`src/rtl/fetch_pkg.sv`:
```
// Shared definitions for the fetch unit and decoder: bus widths, opcodes,
// the tagged instruction-buffer entry, and the run/halt control state.
package fetch_pkg;

    localparam int unsigned ADDR_W = 4;
    localparam int unsigned DATA_W = 4;

    // Opcodes shared with the decoder
    localparam logic [DATA_W-1:0] LDA = 4'b0000;
    localparam logic [DATA_W-1:0] LDB = 4'b0001;
    localparam logic [DATA_W-1:0] LDO = 4'b0010;
    localparam logic [DATA_W-1:0] CLR = 4'b0111;
    localparam logic [DATA_W-1:0] XOR = 4'b1110;

    // Buffered instruction: opcode tagged with the address it came from
    typedef struct packed {
        logic [ADDR_W-1:0] pc;
        logic [DATA_W-1:0] opcode;
    } fetch_entry_t;

    typedef enum logic {
        CTRL_HALT = 1'b0,
        CTRL_RUN  = 1'b1
    } ctrl_state_e;

endpackage

```
`src/rtl/instruction_fetch_if.sv`:
```
// Fetch-unit bus: program ROM port, decoder valid/ready port, run and jump control.
//   master : fetch unit (drives romAddressOut, instrOut, instrPcOut, instrValid)
//   slave  : ROM / decoder / control side
interface instruction_fetch_if;
    import fetch_pkg::*;

    logic              runIn;
    logic [ADDR_W-1:0] romAddressOut;
    logic [DATA_W-1:0] romDataIn;
    logic [DATA_W-1:0] instrOut;
    logic [ADDR_W-1:0] instrPcOut;
    logic              instrValid;
    logic              instrReady;
    logic              jumpValid;
    logic [ADDR_W-1:0] jumpTarget;

    modport master (
        input  runIn, romDataIn, instrReady, jumpValid, jumpTarget,
        output romAddressOut, instrOut, instrPcOut, instrValid
    );

    modport slave (
        output runIn, romDataIn, instrReady, jumpValid, jumpTarget,
        input  romAddressOut, instrOut, instrPcOut, instrValid
    );

endinterface

```
`src/rtl/fetch_fifo.sv`:
```
// Synchronous tagged instruction FIFO with flush (flush beats push).
//   clk, reset : clock, synchronous active-high reset
//   push/wdata : enqueue an entry; pop : dequeue head; flush : empty the FIFO
//   rdata      : head entry; valid : non-empty; occupancy : entry count
module fetch_fifo
    import fetch_pkg::*;
#(
    parameter  int unsigned DEPTH = 2,
    localparam int unsigned PTR_W = (DEPTH > 1) ? $clog2(DEPTH) : 1,
    localparam int unsigned OCC_W = $clog2(DEPTH + 1)
) (
    input  logic             clk,
    input  logic             reset,
    input  logic             push,
    input  fetch_entry_t     wdata,
    input  logic             pop,
    input  logic             flush,
    output fetch_entry_t     rdata,
    output logic             valid,
    output logic [OCC_W-1:0] occupancy
);

    fetch_entry_t     mem [DEPTH];
    logic [PTR_W-1:0] rd_ptr;
    logic [PTR_W-1:0] wr_ptr;
    logic [OCC_W-1:0] count;
    logic             do_pop_c;
    logic             do_push_c;

    function automatic logic [PTR_W-1:0] next_ptr(input logic [PTR_W-1:0] p);
        return (p == PTR_W'(DEPTH - 1)) ? '0 : PTR_W'(p + PTR_W'(1));
    endfunction

    assign do_pop_c  = pop && (count != '0);
    // A write into a full FIFO is only legal when the head leaves the same cycle
    assign do_push_c = push && ((count != OCC_W'(DEPTH)) || do_pop_c);

    // Storage, pointers and count
    always_ff @(posedge clk) begin
        if (reset) begin
            rd_ptr <= '0;
            wr_ptr <= '0;
            count  <= '0;
            for (int i = 0; i < int'(DEPTH); i++) begin
                mem[i] <= '0;
            end
        end else if (flush) begin
            rd_ptr <= '0;
            wr_ptr <= '0;
            count  <= '0;
        end else begin
            if (do_push_c) begin
                mem[wr_ptr] <= wdata;
                wr_ptr      <= next_ptr(wr_ptr);
            end
            if (do_pop_c) begin
                rd_ptr <= next_ptr(rd_ptr);
            end
            case ({do_push_c, do_pop_c})
                2'b10:   count <= OCC_W'(count + OCC_W'(1));
                2'b01:   count <= OCC_W'(count - OCC_W'(1));
                default: count <= count;
            endcase
        end
    end

    assign rdata     = mem[rd_ptr];
    assign valid     = (count != '0);
    assign occupancy = count;

endmodule

```
`src/rtl/instruction_fetch.sv`:
```
// Fetch unit: owns the PC, issues ROM addresses under a credit check that
// accounts for the ROM's one-cycle read latency, and buffers tagged opcodes
// for the decoder. Supports jump redirect (flush) and run/halt.
//   clk, reset : clock, synchronous active-high reset
//   bus        : instruction_fetch_if.master (ROM, decoder and control signals)
module instruction_fetch
    import fetch_pkg::*;
#(
    parameter int unsigned FIFO_DEPTH = 2
) (
    input logic                 clk,
    input logic                 reset,
    instruction_fetch_if.master bus
);

    localparam int unsigned OCC_W = $clog2(FIFO_DEPTH + 1);

    logic [ADDR_W-1:0] pc;
    logic              inflight;
    logic [ADDR_W-1:0] inflight_tag;
    logic [OCC_W-1:0]  occupancy;
    logic              pop_c;
    logic              issue_c;
    logic [OCC_W:0]    pending_c;
    ctrl_state_e       state_c;
    fetch_entry_t      push_entry_c;
    fetch_entry_t      head;

    // Run/halt only gates issue, so it follows runIn directly
    assign state_c = bus.runIn ? CTRL_RUN : CTRL_HALT;

    assign pop_c = bus.instrValid & bus.instrReady;

    // Entries the FIFO will hold once the in-flight read lands, after this cycle's pop
    assign pending_c = (OCC_W + 1)'(occupancy) + (OCC_W + 1)'(inflight) - (OCC_W + 1)'(pop_c);

    assign issue_c = (state_c == CTRL_RUN) && !bus.jumpValid
                     && (pending_c < (OCC_W + 1)'(FIFO_DEPTH));

    // PC and in-flight tracking; jump wins over issue
    always_ff @(posedge clk) begin
        if (reset) begin
            pc           <= '0;
            inflight     <= 1'b0;
            inflight_tag <= '0;
        end else begin
            if (bus.jumpValid) begin
                pc <= bus.jumpTarget;
            end else if (issue_c) begin
                pc <= ADDR_W'(pc + ADDR_W'(1));
            end
            inflight <= issue_c;
            if (issue_c) begin
                inflight_tag <= pc;
            end
        end
    end

    // A response arriving in the jump cycle is squashed by the flush taking priority
    assign push_entry_c = '{pc: inflight_tag, opcode: bus.romDataIn};

    fetch_fifo #(
        .DEPTH (FIFO_DEPTH)
    ) u_fifo (
        .clk       (clk),
        .reset     (reset),
        .push      (inflight),
        .wdata     (push_entry_c),
        .pop       (pop_c),
        .flush     (bus.jumpValid),
        .rdata     (head),
        .valid     (bus.instrValid),
        .occupancy (occupancy)
    );

    assign bus.romAddressOut = pc;
    assign bus.instrOut      = head.opcode;
    assign bus.instrPcOut    = head.pc;

endmodule

```
`src/flat_wrapper.sv`:
```
// flat-port wrapper written by rule: the top's interface ports become plain ports
module instruction_fetch_flat import fetch_pkg::*;
#(
    parameter int unsigned FIFO_DEPTH = 2
)
  (clk, reset, bus_runIn, bus_romDataIn, bus_instrReady, bus_jumpValid, bus_jumpTarget, bus_romAddressOut, bus_instrOut, bus_instrPcOut, bus_instrValid);
  instruction_fetch_if bus_i ();
  input logic clk;
  input logic reset;
  input wire logic [$bits(bus_i.runIn)-1:0] bus_runIn;
  input wire logic [$bits(bus_i.romDataIn)-1:0] bus_romDataIn;
  input wire logic [$bits(bus_i.instrReady)-1:0] bus_instrReady;
  input wire logic [$bits(bus_i.jumpValid)-1:0] bus_jumpValid;
  input wire logic [$bits(bus_i.jumpTarget)-1:0] bus_jumpTarget;
  output wire logic [$bits(bus_i.romAddressOut)-1:0] bus_romAddressOut;
  output wire logic [$bits(bus_i.instrOut)-1:0] bus_instrOut;
  output wire logic [$bits(bus_i.instrPcOut)-1:0] bus_instrPcOut;
  output wire logic [$bits(bus_i.instrValid)-1:0] bus_instrValid;
  assign bus_i.runIn = bus_runIn;
  assign bus_i.romDataIn = bus_romDataIn;
  assign bus_i.instrReady = bus_instrReady;
  assign bus_i.jumpValid = bus_jumpValid;
  assign bus_i.jumpTarget = bus_jumpTarget;
  assign bus_romAddressOut = bus_i.romAddressOut;
  assign bus_instrOut = bus_i.instrOut;
  assign bus_instrPcOut = bus_i.instrPcOut;
  assign bus_instrValid = bus_i.instrValid;
  instruction_fetch #(.FIFO_DEPTH(FIFO_DEPTH)) u_core (.clk(clk), .reset(reset), .bus(bus_i));
endmodule
```
`config.mk`:
```
export PLATFORM = sky130hd
export DESIGN_NAME = instruction_fetch_flat
export DESIGN_NICKNAME = d
export VERILOG_FILES = /design/src/rtl/fetch_pkg.sv /design/src/rtl/instruction_fetch_if.sv /design/src/rtl/fetch_fifo.sv /design/src/rtl/instruction_fetch.sv /design/src/flat_wrapper.sv
export SDC_FILE = /design/constraint.sdc
export NUM_CORES = 1
export LEC_CHECK = 0
export CAP_MARGIN = 25
export CELL_PAD_IN_SITES_DETAIL_PLACEMENT = 0
export CELL_PAD_IN_SITES_GLOBAL_PLACEMENT = 1
export CORE_UTILIZATION = 44
export DETAILED_ROUTE_END_ITERATION = 8
export GPL_ROUTABILITY_DRIVEN = 0
export PLACE_DENSITY_LB_ADDON = 0.1
export SYNTH_ARGS = -nofsm -noshare
export SYNTH_HDL_FRONTEND = slang
export SYNTH_HIERARCHICAL = 1
export SYNTH_SLANG_ARGS = --single-unit
export TNS_END_PERCENT = 100
```
`constraint.sdc`:
```
create_clock -name clk -period 5.9 [get_ports clk]
set_input_delay 1.18 -clock clk [delete_from_list [all_inputs] [get_ports clk]]
set_output_delay 1.18 -clock clk [all_outputs]
set_load 0.005 [all_outputs]
```
==> flow_metrics.py <==
metrics = {
    "worst_setup_path": {
        "critPathMaxFanout": 10,
        "r2r_cells": 8,
        "crit_chain": "clkdlybuf4s50_1 > and2_1 > ha_1 > nand2b_1 > fa_1 > xor2_1 > or4_1 > a311oi_2",
        "crit_end": "u_core/bus.romAddressOut[3]",
        "arrival_ns": 3.62,
        "crit_type": "input pin to flip-flop",
        "cp_top_family": "simple AND/OR/NAND/NOR gates",
        "crit_path_end_kind": "flip-flop",
        "required_ns": 6.13,
        "path_buf_inv": 1,
        "reg2reg_slack_ns": 3.04,
        "startpoint": "bus_instrReady",
        "startpoint_type": "input pin",
        "r2r_end": "u_core/bus.romAddressOut[3]",
        "cp_slowest_cell": "or4_1",
        "worst_path_largest_cell_delay_ns": 0.58,
        "r2r_start": "u_core/u_fifo/occupancy[1]",
        "cp_num_cells": 8,
    },
    "floorplan": {
        "die_w_um": 59.2,
        "die_h_um": 59.2,
        "core_area_um2": 3080,
        "start_util_pct": 46.7,
        "rows": 20,
        "die_area_um2": 3500,
        "io_pins": 26,
    },
    "clock_tree": {
        "clk_pin_slew_ns": 0.10,
        "cts_num_sinks": 30,
        "cts_tree": "done",
        "insertion_delay_ns": 0.32,
        "cts-htree-levels": 2,
        "ctsLongestPathBuffers": 2,
        "cts_buffers": 5,
        "postCtsHoldBufs": 0,
        "cts_setup_buffers": 0,
        "cts-resized-gates": 0,
        "root_buffer": "clkbuf_4",
    },
    "power_and_ir_drop": {
        "switching_share_pct": 23.2,
        "p_clk_share_pct": 29.1,
        "intPower_mw": 0.296,
        "seqPwrFrac_pct": 60.3,
        "finalPower_mw": 0.385,
        "power.density_nw_per_um2": 218,
        "p_sw_mw": 0.0893,
        "ir_worst_vdd_mv": 0.0846,
        "leakagePower_nw": 0.656,
        "combPwrFrac_pct": 10.6,
    },
    "status": {
        "status": "completed",
    },
    "yosys": {
        "ys_ff_latch": 30,
        "synth_ff_type": "edfxtp_1",
        "yosysSeqAreaShare_pct": 52.9,
        "synth_edf_count": 16,
        "synthArstFlopShare_pct": 0,
        "syn-num-nets": 138,
        "synthCells": 121,
        "ys_warn_count": 6,
        "syn_avg_cell_area_um2": 11.9,
        "ys_types": 38,
        "syn-cell-area_um2": 1440,
    },
    "grt": {
        "grt_use_total_pct": 16.4,
        "antenna_found_initial": 0,
        "grt_pass1_wl_um": 4160,
        "grt_pass1_vias": 985,
        "grt_overflow": 0,
        "grt_start_max_net_pins": 21,
    },
    "route": {
        "route.vias.total": 969,
        "wl_per_cell_um": 12.8,
        "drc": 0,
        "routed_wl_um": 2470,
        "dr.pass1.iters": 2,
        "routed_via_density": 4.99,
        "drt_iter0_drc": 13,
        "postRouteAntennaNets": 0,
    },
    "timing": {
        "worst_pin_slew_ns": 0.662,
        "fin_tns_setup_ns": 0,
        "hold_viol_final": 0,
        "maxSlewViolCount": 0,
        "min_period_ns": 3.39,
        "fin_worst_skew_ns": 0.00682,
        "rsz0062_at_grt": "false",
        "setup_viol": 0,
        "max_slew_margin_pct": 55.7,
        "fin_crit_sh_pct": 57.4,
        "max_clock_freq_ghz": 0.295,
    },
    "worst_hold_path": {
        "hold_class": "flip-flop to flip-flop",
    },
    "finish": {
        "seq_area_um2": 761,
        "layout.nets": 166,
        "multi_input_area_um2": 642,
        "diodes": 0,
        "drive_gt1_share_pct": 17.3,
        "fillers": 289,
        "area_delta_synth_final_pct": 23.1,
    },
    "placed_design": {
        "hpwl_um": 1730,
        "numPortBuffers": 25,
    },
    "run": {
        "drv_cap": 0,
    },
}
==> kinds of logic (layout without fill, tap and decap cells) <==
| group | Yosys count | after routing | synth area share, % |
|---|---|---|---|
| AOI/OAI and AO/OA | 12 | 12 | 6.53 |
| xor gates and xnor gates | 4 | 4 | 2.44 |
| adders and majority gates | 4 | 4 | 4.00 |
| buffers and inverters | 7 | 36 | 2.44 |
| DFF | 30 | 30 | 52.9 |
| muxes | 12 | 12 | 9.05 |
| and+or+nand+nor | 52 | 52 | 22.6 |
==> worst register-to-register path: cells and delay by family (launching register included) <==
| kind | cells | cell delay, ns |
|---|---|---|
| AND/OR/NAND/NOR | 4 | 1.23 |
| adder cells (fa/ha/maj) | 2 | 0.63 |
| flip-flops | 1 | 0.39 |
| XOR/XNOR | 1 | 0.27 |
| AO/OA/AOI/OAI | 1 | 0.25 |
==> power by group through the flow <==
stage                     Clock [mW]  Combinational, mW  Sequential, mW
final                          0.112             0.0409           0.232
after global routing           0.126             0.0448           0.234
after CTS                      0.116             0.0411           0.232
after detailed placement           0             0.0407           0.237
after global placement             0             0.0401           0.237
after floorplan                    0             0.0185           0.236
==> cell usage after synthesis (2+ instances only) <==
| cell | instances | area (um2) |
|---|---|---|
| xnor2_1 | 2 | 17.5 |
| or3_1 | 3 | 18.8 |
| or4_1 | 2 | 15.0 |
| nand2_1 | 2 | 7.51 |
| and2_2 | 8 | 60.1 |
| mux2_2 | 8 | 90.1 |
| nor2_1 | 5 | 18.8 |
| and2_1 | 9 | 56.3 |
| inv_1 | 3 | 11.3 |
| o21ai_0 | 3 | 15.0 |
| ha_1 | 3 | 37.5 |
| edfxtp_1 | 16 | 480 |
| nor3_1 | 3 | 15.0 |
| clkbuf_1 | 2 | 7.51 |
| a311oi_1 | 2 | 17.5 |
| dfxtp_1 | 14 | 280 |
| nand3_1 | 2 | 10.0 |
| or2_1 | 2 | 12.5 |
| xor2_1 | 2 | 17.5 |
| mux2i_1 | 4 | 40.0 |
| nand2b_1 | 9 | 56.3 |
==> sequential cells by signal, summed over array words and instances (netlist names), named ones only <==
name                      flops
u_core/bus.romAddressOut      4
u_core/u_fifo/mem            16
u_core/u_fifo/occupancy       2
u_core/u_fifo/rd_ptr          1
u_core/u_fifo/wr_ptr          1
u_core/inflight               1
u_core/inflight_tag           4
==> layout by cell type, fill, tap and decap left out, types with 2 or more instances in the layout <==
cell type and count:
clkdlybuf4s50_1 25, edfxtp_1 16, dfxtp_1 14, and2_1 9, nand2b_1 9, mux2_2 8
and2_2 8, clkbuf_4 5, nor2_1 5, mux2i_1 4, inv_1 3, or3_1 3
o21ai_0 3, ha_1 3, nor3_1 3, xor2_1 2, nand3_1 2, a311oi_1 2
nand2_1 2, or4_1 2, or2_1 2, xnor2_1 2
==> how the worst min path moves through the flow <==
| stage | to | slack [ns] | depth (start not counted) | from |
|---|---|---|---|---|
| floorplan | u_core/inflight_tag[0] | 0.45 | 2 | u_core/inflight_tag[0] |
| global placement | u_core/inflight_tag[3] | 0.47 | 2 | u_core/inflight_tag[3] |
| detailed placement | u_core/inflight_tag[0] | 0.48 | 2 | u_core/inflight_tag[0] |
| CTS | u_core/inflight_tag[1] | 0.50 | 2 | u_core/inflight_tag[1] |
| global route | u_core/inflight_tag[1] | 0.52 | 2 | u_core/inflight_tag[1] |
| finish | u_core/inflight_tag[2] | 0.50 | 2 | u_core/inflight_tag[2] |
==> routing by layer <==
layer | share of wire (%) | wire length (um) | GRT usage [%]
met1 | 46 | 1140 | 18.5
met2 | 47 | 1170 | 26.9
met3 | 5.2 | 129 | 5.90
met4 | 1.7 | 42 | 8.84
met5 | 0 | 0 | 0
==> stage by stage <==
stage                     std cells  hold slack (ns)  utilization [%]  worst slack, ns  instance area [um2]
after global routing            194            0.521             57.5             2.39                 1770
final                           194            0.499             57.5             2.51                 1770
after detailed placement        186            0.480             55.9             2.20                 1720
after global placement          186            0.468             55.9             2.26                 1720
after floorplan                 121            0.453                -             2.72                 1440
after CTS                       194            0.502             57.5             2.52                 1770
==> layout make-up <==
type / count / area share, %
Sequential cell: 30 / 43.0
Timing Repair Buffer: 25 / 14.1
Inverter: 3 / 0.636
Clock buffer: 6 / 2.33
Tap cell: 44 / 3.11
Multi-Input combinational cell: 84 / 36.3
Clock inverter: 2 / 0.495
Note: power is estimated with default switching activity, not from simulation.
